[src/rtl/latch_array_ctrl_pkg.sv]
// Shared types and timing defaults for the latch-array access controller.
// Phase counts are cycle counts; the phase timer is loaded with count-1.
package latch_ctrl_pkg;

    localparam int CNT_W         = 4;
    localparam int ADDR_W_DEF    = 3;
    localparam int DATA_W_DEF    = 8;
    localparam int SETUP_CYC_DEF = 1;
    localparam int PULSE_CYC_DEF = 2;
    localparam int HOLD_CYC_DEF  = 1;

    typedef enum logic [2:0] {
        IDLE  = 3'd0,
        SETUP = 3'd1,
        PULSE = 3'd2,
        HOLD  = 3'd3,
        RESP  = 3'd4
    } state_e;

    typedef struct packed {
        logic [2:0]       state;
        logic [CNT_W-1:0] cnt;
    } dbg_t;

endpackage

[src/rtl/latch_array_ctrl_if.sv]
// Request/response handshakes plus the decoder/array side of the controller.
// Handshakes: a transfer happens on a rising edge where valid and ready are both 1;
// the producer holds valid and its payload stable until that edge.
interface latch_array_ctrl_if #(
    parameter int ADDR_W = 3,
    parameter int DATA_W = 8
);
    logic              req_valid;
    logic              req_ready;
    logic              req_we;
    logic [ADDR_W-1:0] req_addr;
    logic [DATA_W-1:0] req_wdata;
    logic              rsp_valid;
    logic              rsp_ready;
    logic [DATA_W-1:0] rsp_rdata;
    logic [ADDR_W-1:0] adr;
    logic              select;
    logic              arr_we;
    logic [DATA_W-1:0] arr_wdata;
    logic [DATA_W-1:0] arr_rdata;
    logic              busy;

    // Requester and latch array side.
    modport master (
        output req_valid, req_we, req_addr, req_wdata, rsp_ready, arr_rdata,
        input  req_ready, rsp_valid, rsp_rdata, adr, select, arr_we, arr_wdata, busy
    );

    // Controller side.
    modport slave (
        input  req_valid, req_we, req_addr, req_wdata, rsp_ready, arr_rdata,
        output req_ready, rsp_valid, rsp_rdata, adr, select, arr_we, arr_wdata, busy
    );
endinterface

[src/rtl/latch_array_ctrl_phase_timer.sv]
// Loadable down-counter that times the setup, pulse and hold phases.
// Load wins over decrement; the count parks at zero.
module phase_timer
    import latch_ctrl_pkg::*;
(
    input  logic             clk,
    input  logic             rst_n,
    input  logic             load_i,
    input  logic             en_i,
    input  logic [CNT_W-1:0] load_val_i,
    output logic [CNT_W-1:0] value_o,
    output logic             zero_o
);
    logic [CNT_W-1:0] cnt_q;
    logic [CNT_W-1:0] cnt_d;

    always_comb begin
        cnt_d = cnt_q;
        if (load_i) begin
            cnt_d = load_val_i;
        end else if (en_i && (cnt_q != '0)) begin
            cnt_d = cnt_q - 1'b1;
        end
    end

    always_ff @(posedge clk or negedge rst_n) begin
        if (!rst_n) begin
            cnt_q <= '0;
        end else begin
            cnt_q <= cnt_d;
        end
    end

    assign value_o = cnt_q;
    assign zero_o  = (cnt_q == '0);
endmodule

[src/rtl/latch_array_ctrl.sv]
// Single-outstanding access controller for the NAND-latch word array: sequences adr/select
// through setup, pulse and hold so the latches never see a glitching select or address.
module latch_array_ctrl
    import latch_ctrl_pkg::*;
#(
    parameter int ADDR_W    = ADDR_W_DEF,
    parameter int DATA_W    = DATA_W_DEF,
    parameter int SETUP_CYC = SETUP_CYC_DEF,
    parameter int PULSE_CYC = PULSE_CYC_DEF,
    parameter int HOLD_CYC  = HOLD_CYC_DEF
) (
    input  logic                clk,
    input  logic                rst_n,
    latch_array_ctrl_if.slave   bus,
    output dbg_t                dbg_o
);
    localparam logic [2:0] S_IDLE  = 3'(IDLE);
    localparam logic [2:0] S_SETUP = 3'(SETUP);
    localparam logic [2:0] S_PULSE = 3'(PULSE);
    localparam logic [2:0] S_HOLD  = 3'(HOLD);
    localparam logic [2:0] S_RESP  = 3'(RESP);

    localparam logic [CNT_W-1:0] SETUP_LD = CNT_W'(SETUP_CYC - 1);
    localparam logic [CNT_W-1:0] PULSE_LD = CNT_W'(PULSE_CYC - 1);
    localparam logic [CNT_W-1:0] HOLD_LD  = CNT_W'(HOLD_CYC - 1);

    logic [2:0]        state_q, state_d;
    logic [ADDR_W-1:0] adr_q, adr_d;
    logic              we_q, we_d;
    logic [DATA_W-1:0] wdata_q, wdata_d;
    logic              select_q, select_d;
    logic              arr_we_q, arr_we_d;
    logic              rsp_valid_q, rsp_valid_d;
    logic [DATA_W-1:0] rsp_rdata_q, rsp_rdata_d;
    logic              req_ready_q;
    logic              busy_q;

    logic              tmr_load;
    logic              tmr_en;
    logic [CNT_W-1:0]  tmr_load_val;
    logic [CNT_W-1:0]  tmr_value;
    logic              tmr_zero;

    phase_timer u_timer (
        .clk        (clk),
        .rst_n      (rst_n),
        .load_i     (tmr_load),
        .en_i       (tmr_en),
        .load_val_i (tmr_load_val),
        .value_o    (tmr_value),
        .zero_o     (tmr_zero)
    );

    // select/arr_we are set and cleared on the same edges that move the FSM, so adr
    // (only loaded in IDLE) is stable for a full SETUP and HOLD phase around the pulse.
    always_comb begin
        state_d      = state_q;
        adr_d        = adr_q;
        we_d         = we_q;
        wdata_d      = wdata_q;
        select_d     = select_q;
        arr_we_d     = arr_we_q;
        rsp_valid_d  = rsp_valid_q;
        rsp_rdata_d  = rsp_rdata_q;
        tmr_load     = 1'b0;
        tmr_en       = 1'b0;
        tmr_load_val = '0;
        case (state_q)
            S_IDLE: begin
                if (bus.req_valid) begin
                    state_d      = S_SETUP;
                    adr_d        = bus.req_addr;
                    we_d         = bus.req_we;
                    wdata_d      = bus.req_wdata;
                    tmr_load     = 1'b1;
                    tmr_load_val = SETUP_LD;
                end
            end
            S_SETUP: begin
                if (tmr_zero) begin
                    state_d      = S_PULSE;
                    select_d     = 1'b1;
                    arr_we_d     = we_q;
                    tmr_load     = 1'b1;
                    tmr_load_val = PULSE_LD;
                end else begin
                    tmr_en = 1'b1;
                end
            end
            S_PULSE: begin
                if (tmr_zero) begin
                    state_d      = S_HOLD;
                    select_d     = 1'b0;
                    arr_we_d     = 1'b0;
                    rsp_rdata_d  = we_q ? wdata_q : bus.arr_rdata;
                    tmr_load     = 1'b1;
                    tmr_load_val = HOLD_LD;
                end else begin
                    tmr_en = 1'b1;
                end
            end
            S_HOLD: begin
                if (tmr_zero) begin
                    state_d = S_RESP;
                end else begin
                    tmr_en = 1'b1;
                end
            end
            S_RESP: begin
                if (!rsp_valid_q) begin
                    rsp_valid_d = 1'b1;
                end else if (bus.rsp_ready) begin
                    rsp_valid_d = 1'b0;
                    state_d     = S_IDLE;
                end
            end
            default: begin
                state_d     = S_IDLE;
                select_d    = 1'b0;
                arr_we_d    = 1'b0;
                rsp_valid_d = 1'b0;
            end
        endcase
    end

    always_ff @(posedge clk or negedge rst_n) begin
        if (!rst_n) begin
            state_q     <= S_IDLE;
            adr_q       <= '0;
            we_q        <= 1'b0;
            wdata_q     <= '0;
            select_q    <= 1'b0;
            arr_we_q    <= 1'b0;
            rsp_valid_q <= 1'b0;
            rsp_rdata_q <= '0;
            req_ready_q <= 1'b1;
            busy_q      <= 1'b0;
        end else begin
            state_q     <= state_d;
            adr_q       <= adr_d;
            we_q        <= we_d;
            wdata_q     <= wdata_d;
            select_q    <= select_d;
            arr_we_q    <= arr_we_d;
            rsp_valid_q <= rsp_valid_d;
            rsp_rdata_q <= rsp_rdata_d;
            req_ready_q <= (state_d == S_IDLE);
            busy_q      <= (state_d != S_IDLE);
        end
    end

    assign bus.req_ready = req_ready_q;
    assign bus.busy      = busy_q;
    assign bus.adr       = adr_q;
    assign bus.select    = select_q;
    assign bus.arr_we    = arr_we_q;
    assign bus.arr_wdata = wdata_q;
    assign bus.rsp_valid = rsp_valid_q;
    assign bus.rsp_rdata = rsp_rdata_q;
    assign dbg_o         = {state_q, tmr_value};
endmodule
[src/flat_wrapper.sv]
// flat-port wrapper written by rule: the top's interface ports become plain ports
module latch_array_ctrl_flat import latch_ctrl_pkg::*;
#(
    parameter int ADDR_W    = ADDR_W_DEF,
    parameter int DATA_W    = DATA_W_DEF,
    parameter int SETUP_CYC = SETUP_CYC_DEF,
    parameter int PULSE_CYC = PULSE_CYC_DEF,
    parameter int HOLD_CYC  = HOLD_CYC_DEF
)
  (clk, rst_n, dbg_o, bus_req_valid, bus_req_we, bus_req_addr, bus_req_wdata, bus_rsp_ready, bus_arr_rdata, bus_req_ready, bus_rsp_valid, bus_rsp_rdata, bus_adr, bus_select, bus_arr_we, bus_arr_wdata, bus_busy);
  latch_array_ctrl_if #(.ADDR_W(ADDR_W), .DATA_W(DATA_W)) bus_i ();
  input  logic clk;
  input  logic rst_n;
  output dbg_t dbg_o;
  input wire logic [$bits(bus_i.req_valid)-1:0] bus_req_valid;
  input wire logic [$bits(bus_i.req_we)-1:0] bus_req_we;
  input wire logic [$bits(bus_i.req_addr)-1:0] bus_req_addr;
  input wire logic [$bits(bus_i.req_wdata)-1:0] bus_req_wdata;
  input wire logic [$bits(bus_i.rsp_ready)-1:0] bus_rsp_ready;
  input wire logic [$bits(bus_i.arr_rdata)-1:0] bus_arr_rdata;
  output wire logic [$bits(bus_i.req_ready)-1:0] bus_req_ready;
  output wire logic [$bits(bus_i.rsp_valid)-1:0] bus_rsp_valid;
  output wire logic [$bits(bus_i.rsp_rdata)-1:0] bus_rsp_rdata;
  output wire logic [$bits(bus_i.adr)-1:0] bus_adr;
  output wire logic [$bits(bus_i.select)-1:0] bus_select;
  output wire logic [$bits(bus_i.arr_we)-1:0] bus_arr_we;
  output wire logic [$bits(bus_i.arr_wdata)-1:0] bus_arr_wdata;
  output wire logic [$bits(bus_i.busy)-1:0] bus_busy;
  assign bus_i.req_valid = bus_req_valid;
  assign bus_i.req_we = bus_req_we;
  assign bus_i.req_addr = bus_req_addr;
  assign bus_i.req_wdata = bus_req_wdata;
  assign bus_i.rsp_ready = bus_rsp_ready;
  assign bus_i.arr_rdata = bus_arr_rdata;
  assign bus_req_ready = bus_i.req_ready;
  assign bus_rsp_valid = bus_i.rsp_valid;
  assign bus_rsp_rdata = bus_i.rsp_rdata;
  assign bus_adr = bus_i.adr;
  assign bus_select = bus_i.select;
  assign bus_arr_we = bus_i.arr_we;
  assign bus_arr_wdata = bus_i.arr_wdata;
  assign bus_busy = bus_i.busy;
  latch_array_ctrl #(.ADDR_W(ADDR_W), .DATA_W(DATA_W), .SETUP_CYC(SETUP_CYC), .PULSE_CYC(PULSE_CYC), .HOLD_CYC(HOLD_CYC)) u_core (.clk(clk), .rst_n(rst_n), .bus(bus_i), .dbg_o(dbg_o));
endmodule
[config.mk]
export PLATFORM = sky130hd
export DESIGN_NAME = latch_array_ctrl_flat
export DESIGN_NICKNAME = d
export VERILOG_FILES = /design/src/rtl/latch_array_ctrl_pkg.sv /design/src/rtl/latch_array_ctrl_if.sv /design/src/rtl/latch_array_ctrl_phase_timer.sv /design/src/rtl/latch_array_ctrl.sv /design/src/flat_wrapper.sv
export SDC_FILE = /design/constraint.sdc
export NUM_CORES = 1
export LEC_CHECK = 0
export CAP_MARGIN = 10
export CORE_UTILIZATION = 44
export DETAILED_ROUTE_END_ITERATION = 16
export PLACE_DENSITY_LB_ADDON = 0.1
export SYNTH_ARGS = -nofsm -noshare
export SYNTH_HDL_FRONTEND = slang
export SYNTH_SLANG_ARGS = --single-unit
[constraint.sdc]
create_clock -name clk -period 2 [get_ports clk]
set_input_delay 0.3 -clock clk [delete_from_list [all_inputs] [get_ports clk]]
set_output_delay 0.3 -clock clk [all_outputs]
set_load 0.02 [all_outputs]
==> run metrics <==
status=completed; sum of net half-perimeters after detailed placement=2330 um; Highest Clock Rate=524 MHz; Post-Layout Cell Count=224; ordered cell list for the critical path=clkdlybuf4s50_1; max-cap violation count=0; number of cells on the critical path=1; Slowest cell on crit path=sky130_fd_sc_hd__clkdlybuf4s50_1; mean routed wirelength per cell=14.2 um; number of instances resized during post-cts repair=0; Row Count=20; largest incremental delay on the critical path=0.68 ns; maximum number of pins on one net before global-route repair=33; H-tree lvl count=2; Met1 Wirelength=1430 um; arrival time of the worst setup path=1.61 ns; wire length on met2=1500 um; All-Layer GR Usage=19.5%; maximum count of clock buffers along a single path=2; Skew-Pair Late Insertion Delay=0.33 ns; total negative setup slack=0 ns; CTS hold repair buffers=0; Critical Path RT=1.70 ns; met3 wire len=178 um; post-synthesis net count=145; count of endpoints failing setup in the final report=0; power density over cell area=1750 nW/um2; number of nets in the final layout=204; number of buffers inserted during clock tree synthesis=5; number of antenna cells inserted=0; sequential area share after synthesis=53.4%; Critical Path Sink Type=output pin; startpoint kind of the worst setup timing path=flop; area of the multi-input gates=651 um2; Yosys reg bits=32; kind of path behind the tightest hold check=in2async; average footprint of a synthesized cell=12.5 um2; cell family with the largest share of critical-path delay=buffers and inverters; I/O pin cnt=55; first-pass GRT wire length=5090 um; cell at the root of the clock tree=sky130_fd_sc_hd__clkbuf_4; post-synthesis cell count=120; number of cells on the worst reg-to-reg path=5; FF/Latch Area=802 um2; total gr overflow=0; layout overhead on the synthesized area=44.9%; max-slew violation count=0; die footprint=3650 um2; CTS tree=yes; Slew @ Worst Pin=0.427 ns; number of port buffers=54; uppermost signal routing layer after detailed routing=met4; width of the die=60.4 um; Post-Route Utilization=69.0%; Final Hold Fails=0; effective utilization at floorplan=47.6%; number of filler cells placed in the layout=247; vias in the first global route=1140; gp weighted congestion=0.827; layout cells sized above 1=23.9%; headroom to the max-slew limit=71.1%; WP buf/inv=1; post-route clock period utilization=95.5%; Pre-Repair DR Iteration Count=4; leakage=0.894 nW; final critical-path required period=1.91 ns; clock slew at the register clock pins of the worst setup and hold paths=0.09 ns; post-synth design cell area=1500 um2; setup repair after global routing missed its margin=no; synthesis warning total=0; start-to-end type of the worst setup path=reg2out; violation count after the first detailed-route iteration=16; core region area=3150 um2; Fin Clk Skew=0.00829 ns; VDD IR-drop max=1.08 mV; count of vias placed by the detailed router=1161; post-CTS repair timing setup buffer count=0; # placed instances=216; biggest fanout along the worst timing path=11; Avg Vias per Cell=5.18; number of different library cells in the post-synthesis netlist=36; clk sink count=32; height of the die=60.4 um; DRC violations left=0; post-route antenna net violation count=0; antenna violations before repair=0; detailed-route wire length=3170 um
cell families (layout without fill, tap and decap cells):
kind of cell / Yosys count / in the layout / synth area share (%)
compound gates: 21 / 21 / 9.25
xor+xnor: 1 / 1 / 0.583
fa+ha+maj: 1 / 1 / 0.833
buf+inv: 13 / 73 / 3.67
flops: 32 / 32 / 53.4
mux: 28 / 28 / 20.9
simple gates: 24 / 24 / 11.3
synth_stat cells:
cell	count	area [um2]
sky130_fd_sc_hd__or4_1	1	7.51
sky130_fd_sc_hd__nor4b_4	1	23.8
sky130_fd_sc_hd__inv_1	7	26.3
sky130_fd_sc_hd__or3_1	4	25.0
sky130_fd_sc_hd__a211oi_1	4	30.0
sky130_fd_sc_hd__o31ai_1	1	7.51
sky130_fd_sc_hd__nor2b_1	1	6.26
sky130_fd_sc_hd__a21oi_1	1	5.00
sky130_fd_sc_hd__o21ai_0	9	45.0
sky130_fd_sc_hd__buf_4	1	7.51
sky130_fd_sc_hd__buf_2	2	10.0
sky130_fd_sc_hd__nand2b_1	2	12.5
sky130_fd_sc_hd__a211o_1	1	8.76
sky130_fd_sc_hd__or4b_1	1	10.0
sky130_fd_sc_hd__clkbuf_1	2	7.51
sky130_fd_sc_hd__a31oi_1	1	6.26
sky130_fd_sc_hd__dfrtp_1	31	776
sky130_fd_sc_hd__ha_1	1	12.5
sky130_fd_sc_hd__dfstp_2	1	26.3
sky130_fd_sc_hd__nor3_1	2	10.0
sky130_fd_sc_hd__xnor2_1	1	8.76
sky130_fd_sc_hd__nand3_1	1	5.00
sky130_fd_sc_hd__or3b_1	1	8.76
sky130_fd_sc_hd__mux2i_1	1	10.0
sky130_fd_sc_hd__o21a_1	1	7.51
sky130_fd_sc_hd__a31o_2	1	8.76
sky130_fd_sc_hd__nand2_1	3	11.3
sky130_fd_sc_hd__nand3_2	1	10.0
sky130_fd_sc_hd__buf_1	1	3.75
sky130_fd_sc_hd__mux2_2	27	304
sky130_fd_sc_hd__nor3b_2	1	12.5
sky130_fd_sc_hd__nor2_1	3	11.3
sky130_fd_sc_hd__nor4bb_1	1	10.0
sky130_fd_sc_hd__o21bai_2	1	11.3
sky130_fd_sc_hd__a2bb2oi_1	1	8.76
sky130_fd_sc_hd__nor4_1	1	6.26
registers in the layout (all words and copies together) (netlist names):
signal                  count
u_core.bus.arr_wdata        8
u_core.bus.rsp_rdata        8
u_core.u_timer.value_o      4
u_core.bus.adr              3
u_core.state_q              3
u_core.bus.arr_we           1
u_core.bus.busy             1
u_core.bus.req_ready        1
u_core.bus.rsp_valid        1
u_core.bus.select           1
u_core.we_q                 1
per-stage QoR:
stage / worst slack, ns / hold slack [ns] / cell area (um2) / power (mW)
finish: 0.0906 / 0.358 / 2180 / 3.82
global route: 0.00467 / 0.382 / 2180 / 4.09
CTS: 0.0643 / 0.368 / 2170 / 3.83
detailed placement: 0.0826 / 0.497 / 2110 / 3.44
global placement: 0.241 / 0.490 / 2110 / 3.38
floorplan: 0.252 / 0.00441 / 1500 / 2.54
per-layer routing:
metal | GRT usage, % | up-vias
met2 | 30.8 | 37
met3 | 5.54 | 8
met1 | 24.0 | 566
li1 | - | 550
met4 | 11.4 | 0
met5 | 0 | -
placed cells by master, fill, tap and decap left out, drive strengths merged, types with 2 or more instances in the layout:
cell type | netlist | routed
o21ai | 9 | 9
nand3 | 2 | 2
clkbuf | 2 | 8
nand2b | 2 | 2
a211oi | 4 | 4
clkdlybuf4s50 | 0 | 54
dfrtp | 31 | 31
nor2 | 3 | 3
mux2 | 27 | 27
nand2 | 3 | 3
inv | 7 | 7
nor3 | 2 | 2
or3 | 4 | 4
buf | 4 | 4
worst paths after layout:
kind,to,startpoint,slack [ns]
setup / recovery,dbg_o[4],u_core.state_q[0]$_DFF_PN0_,0.09
hold / removal,u_core.state_q[1]$_DFF_PN0_,rst_n,0.36
setup reg to reg,u_core.bus.rsp_rdata[3]$_DFFE_PN0P_,u_core.u_timer.value_o[0]$_DFFE_PN0P_,0.20
hold reg to reg,u_core.bus.adr[0]$_DFFE_PN0P_,u_core.bus.adr[0]$_DFFE_PN0P_,0.51
max in group asynchronous,u_core.bus.req_ready$_DFF_PN1_,rst_n,1.32
min in group clk,u_core.bus.adr[0]$_DFFE_PN0P_,u_core.bus.adr[0]$_DFFE_PN0P_,0.51
cell type report:
cell class / count / area share (%)
multi-input combinational: 75 / 29.9
tap: 44 / 2.53
sequential: 32 / 36.9
timing repair buffer: 58 / 26.8
inverter: 7 / 1.21
clock buffer: 8 / 2.70
where the power goes:
group / total [mW] / switching, mW / internal (mW) / leakage, nW
registers: 1.29 / 0.319 / 0.975 / 0.382
clock network: 0.379 / 0.205 / 0.173 / 0.0326
logic: 2.14 / 0.983 / 1.16 / 0.479
total: 3.82 / 1.51 / 2.31 / 0.894
Power figures use the tool's default switching activity.
